### config.mk
export PLATFORM = sky130hd
export DESIGN_NAME = pipelined_carry_adder
export DESIGN_NICKNAME = d
export VERILOG_FILES = /design/src/rtl/pipelined_carry_adder.sv
export SDC_FILE = /design/constraint.sdc
export NUM_CORES = 1
export LEC_CHECK = 0
export ABC_AREA = 1
export CAP_MARGIN = 20
export CORE_AREA = 5 5 90 92
export DETAILED_ROUTE_END_ITERATION = 16
export DIE_AREA = 0 0 95 97
export GPL_TIMING_DRIVEN = 0
export PLACE_DENSITY = 0.79
export SYNTH_ARGS = -nofsm -noshare
export SYNTH_HDL_FRONTEND = slang
export SYNTH_SLANG_ARGS = --single-unit
### constraint.sdc
create_clock -name clk -period 2.7 [get_ports clk]
set_clock_uncertainty 0.1 [all_clocks]
set_input_delay 0.27 -clock clk [delete_from_list [all_inputs] [get_ports clk]]
set_output_delay 0.27 -clock clk [all_outputs]
set_load 0.005 [all_outputs]
### src/rtl/pipelined_carry_adder.sv
// rtl/pipelined_carry_adder.sv - pipelined add/subtract unit with valid/ready handshake
//
// Purpose: PROC_SIZE-bit add/subtract. The carry chain is cut into STAGES
// chunks of CW = PROC_SIZE/STAGES bits, with one register boundary per chunk.
// Fixed latency of STAGES cycles; one operation per cycle when not stalled.
//
// Ports:
//   clk                 clock, all state on rising edge
//   rst                 synchronous reset, active-high
//   in_valid, in_ready  operand handshake for a, b, sub (sub=1: a-b)
//   out_valid, out_ready result handshake for sum, cout
//   sum, cout           result modulo 2^PROC_SIZE, carry out of MSB (sub: 1 = no borrow)
//   ovf                 signed overflow, present only with PIPELINED_CARRY_ADDER_OVF_EN
//
// Optional feature macro: PIPELINED_CARRY_ADDER_OVF_EN

module pipelined_carry_adder #(
   parameter int PROC_SIZE = 16,
   parameter int STAGES    = 4
) (
   input  logic                 clk,
   input  logic                 rst,
   input  logic                 in_valid,
   output logic                 in_ready,
   input  logic [PROC_SIZE-1:0] a,
   input  logic [PROC_SIZE-1:0] b,
   input  logic                 sub,
   output logic                 out_valid,
   input  logic                 out_ready,
   output logic [PROC_SIZE-1:0] sum,
   output logic                 cout
`ifdef PIPELINED_CARRY_ADDER_OVF_EN
   ,
   output logic                 ovf
`endif
);

   localparam int CW = PROC_SIZE / STAGES;

   logic advance;

   // The pipe moves as one unit: a stalled output freezes every stage,
   // bubbles included, so nothing is lost or duplicated.
   assign advance  = !out_valid || out_ready;
   assign in_ready = advance;

   for (genvar k = 0; k < STAGES; k++) begin : g_stage
      localparam int LO = k * CW;
      localparam int HI = (k + 1) * CW;

      // Operand bits from chunk k upward: chunk k is added here, the
      // upper chunks are skewed onward to the following stages.
      logic [PROC_SIZE-LO-1:0] a_src;
      logic [PROC_SIZE-LO-1:0] b_src;
      logic                    cin;
      logic                    vin;
      logic [CW:0]             add_d;
      logic [HI-1:0]           res_d;

      logic                    valid_q;
      logic                    carry_q;
      // Result chunks 0..k travel together (deskew of the lower chunks).
      logic [HI-1:0]           res_q;

      assign add_d = {1'b0, a_src[CW-1:0]} + {1'b0, b_src[CW-1:0]} + {{CW{1'b0}}, cin};

      if (k == 0) begin : g_first
         // Subtract as a + ~b + 1; sub is captured with the operands.
         assign a_src = a;
         assign b_src = sub ? ~b : b;
         assign cin   = sub;
         assign vin   = in_valid;
         assign res_d = add_d[CW-1:0];
      end else begin : g_next
         assign a_src = g_stage[k-1].g_skew.a_q;
         assign b_src = g_stage[k-1].g_skew.b_q;
         assign cin   = g_stage[k-1].carry_q;
         assign vin   = g_stage[k-1].valid_q;
         assign res_d = {add_d[CW-1:0], g_stage[k-1].res_q};
      end

      always_ff @(posedge clk) begin
         if (rst) begin
            valid_q <= 1'b0;
            carry_q <= 1'b0;
            res_q   <= '0;
         end else if (advance) begin
            valid_q <= vin;
            carry_q <= add_d[CW];
            res_q   <= res_d;
         end
      end

      if (k < STAGES - 1) begin : g_skew
         logic [PROC_SIZE-HI-1:0] a_q;
         logic [PROC_SIZE-HI-1:0] b_q;

         always_ff @(posedge clk) begin
            if (advance) begin
               a_q <= a_src[PROC_SIZE-LO-1:CW];
               b_q <= b_src[PROC_SIZE-LO-1:CW];
            end
         end
      end

`ifdef PIPELINED_CARRY_ADDER_OVF_EN
      if (k == STAGES - 1) begin : g_ovf
         logic ovf_q;

         // Carry into the MSB equals a_msb ^ b_eff_msb ^ sum_msb.
         always_ff @(posedge clk) begin
            if (rst) begin
               ovf_q <= 1'b0;
            end else if (advance) begin
               ovf_q <= add_d[CW] ^ (a_src[CW-1] ^ b_src[CW-1] ^ add_d[CW-1]);
            end
         end
      end
`endif
   end

   assign out_valid = g_stage[STAGES-1].valid_q;
   assign sum       = g_stage[STAGES-1].res_q;
   assign cout      = g_stage[STAGES-1].carry_q;

`ifdef PIPELINED_CARRY_ADDER_OVF_EN
   assign ovf = g_stage[STAGES-1].g_ovf.ovf_q;
`endif

endmodule

==> reports/results.ini <==
[worst_setup_path]
cp.arrival_ns = 2.08
required_ns = 2.33
critPathMaxFanout = 58
worstSetupStartpointType = primary input
crit_path_end_kind = primary output
critPathKind = in -> out

[clock_network]
postCtsHoldBufs = 0
tritoncts = yes
clkTransAtPathRegs_ns = 0.09
post_cts_buffers = 0
h-tree-depth = 3
root_buffer = clkbuf_8
cts_buffers = 9
clock_latency_ns = 0.36
cts-resized-gates = 0
clock-sinks = 96
clock_path_buffers = 2

[final_layout]
final_common_cell = nor2_1
stdcell_count = 509
area_growth_pct = 23.8
drive_gt1_share_pct = 7.32
antenna_cells = 0
nets = 461
mostFrequentLayoutCells = nor2_1, clkdlybuf4s50_1, dfxtp_1, edfxtp_1, o21ai_0
fillers = 583

[routing]
drc = 0
wl_per_cell_um = 12.7
dr.pass1.iters = 4
num_vias = 2465
drt-initial-drc-count = 153
routed_wl_um = 6440
avgViaCountPerCell = 4.84
ant_nets = 0

[sta]
fin_crit_sh_pct = 90.7
slew_viol_final = 0
clock.fmax_mhz = 408
hold_viol_final = 0
worstMarginPinSlew_ns = 0.487
tns_ns = 0
fin_ws_ns = 0.250
slew_headroom_pct = 67.5
min_period_ns = 2.45
rsz0062_at_grt = no
finalSetupViolCount = 0

[floorplanning]
start_util_pct = 53.3
die_x_um = 95
fp.dieH_um = 97
ioPinCount = 56
rows = 31
dieArea_um2 = 9220
coreArea_um2 = 7140

[power_and_ir_drop]
leakage_uw = 0.00201
peakVddDrop_mv = 0.342
powerDensity_nw_per_um2 = 690
finalPower_uw = 3250

[min_path]
hp-class = in -> reg

[global_routing]
grt_overflow = 0
grt_max_degree = 59
grt_use_total_pct = 15.4
antenna_found_initial = 0
grt_pass1_vias = 2477
grt_pass1_wl_um = 11100

[synthesis]
netlist_instances = 340
netlist_area_um2 = 3800
ys_seq_elements = 96
syn_area_per_cell_um2 = 11.2
synth.distinct_cells = 22
yosysWarnings = 0
synth.yosys.seq_area_share_pct = 63.2
syn_nets = 396

[place]
dp_hpwl_um = 4650
place_inst = 493
place_ws_ns = 0.233
routabilityCongestion = 0.775
portBuffers = 54

[status]
status = completed

[job]
cap_viol_max_count = 0

==> metal layers <==
layer	global-route usage, %	share of wire [%]
met5	0	0
met1	19.7	43
met3	3.57	4.8
met2	24.3	49
met4	7.44	2.5
==> sequential cells by signal, indices dropped and copies added (netlist names) <==
name and cells:
g_stage.g_skew.a_q 24, g_stage.res_q 24, g_stage.g_skew.b_q 24, g_stage.carry_q 3, g_stage.valid_q 3, out_valid 1
sum 16, cout 1
==> where the power goes <==
group,internal [µW],total (µW),switching (µW),leakage (µW)
Clock,570,1050,483,0.000120
Sequential,1700,1770,71.8,0.000902
Combinational,227,430,203,0.000989
==> synth_stat cells <==
cell      number  area (µm²)
a21oi_1       22         110
o21bai_1       3        22.5
fa_1           7         140
nor2_4         1        11.3
o21ai_1        6        30.0
ha_1          12         150
xnor2_1        3        26.3
nand2_1       16        60.1
edfxtp_1      48        1440
nand3b_1       1        7.51
inv_1         21        78.8
buf_4          4        30.0
clkbuf_1       5        18.8
dfxtp_1       48         961
inv_2          1        3.75
buf_2          3        15.0
clkinv_2       1        5.00
xor2_1        17         149
nand3_1        6        30.0
o21ai_0       41         205
nor2_1        70         263
buf_6          4        45.0
==> path summary, 6_finish.rpt <==
path	start	end	slack [ns]	cells after the start
worst max register to register	g_stage[2].g_skew.a_q[0]	cout	0.88	6
worst min register to register	g_stage[0].g_skew.b_q[4]	g_stage[1].g_skew.b_q[0]	0.32	0
worst max-delay path	out_ready	in_ready	0.25	6
worst min-delay path	sub	g_stage[0].g_skew.b_q[2]	0.19	2
==> cell families after synthesis <==
family / count (synthesis) / synth area share, %
compound gates: 72 / 9.67
xor+xnor: 20 / 4.61
fa+ha+maj: 19 / 7.63
buf+inv: 39 / 5.16
flops: 96 / 63.2
simple gates: 94 / 9.77
==> metrics by stage <==
step	hold slack [ns]	utilization, %	area, µm²
after floorplan	0.239	-	3800
after global placement	0.302	62.6	4470
after detailed placement	0.305	62.6	4470
after CTS	0.173	66.0	4710
after global routing	0.185	66.0	4710
final	0.191	66.0	4710
==> area by class of cell <==
class | count | area [µm²] | share of cell area (%)
multi-input cells | 205 | 1200 | 25.6
repair buffers | 54 | 541 | 11.5
clock inverters | 4 | 52.6 | 1.12
flip-flops and latches | 96 | 2400 | 51.0
plain buffers | 16 | 109 | 2.31
clock buffers | 12 | 188 | 3.99
inverters | 23 | 87.6 | 1.86
well taps | 99 | 124 | 2.63
==> critical path, cell delays in order <==
cell	delay [ns]
clkdlybuf4s50_1	0.50
nor2_4	0.06
inv_2	0.07
buf_6	0.14
buf_6	0.41
clkdlybuf4s50_1	0.60
(Power assumes the default switching activity.)
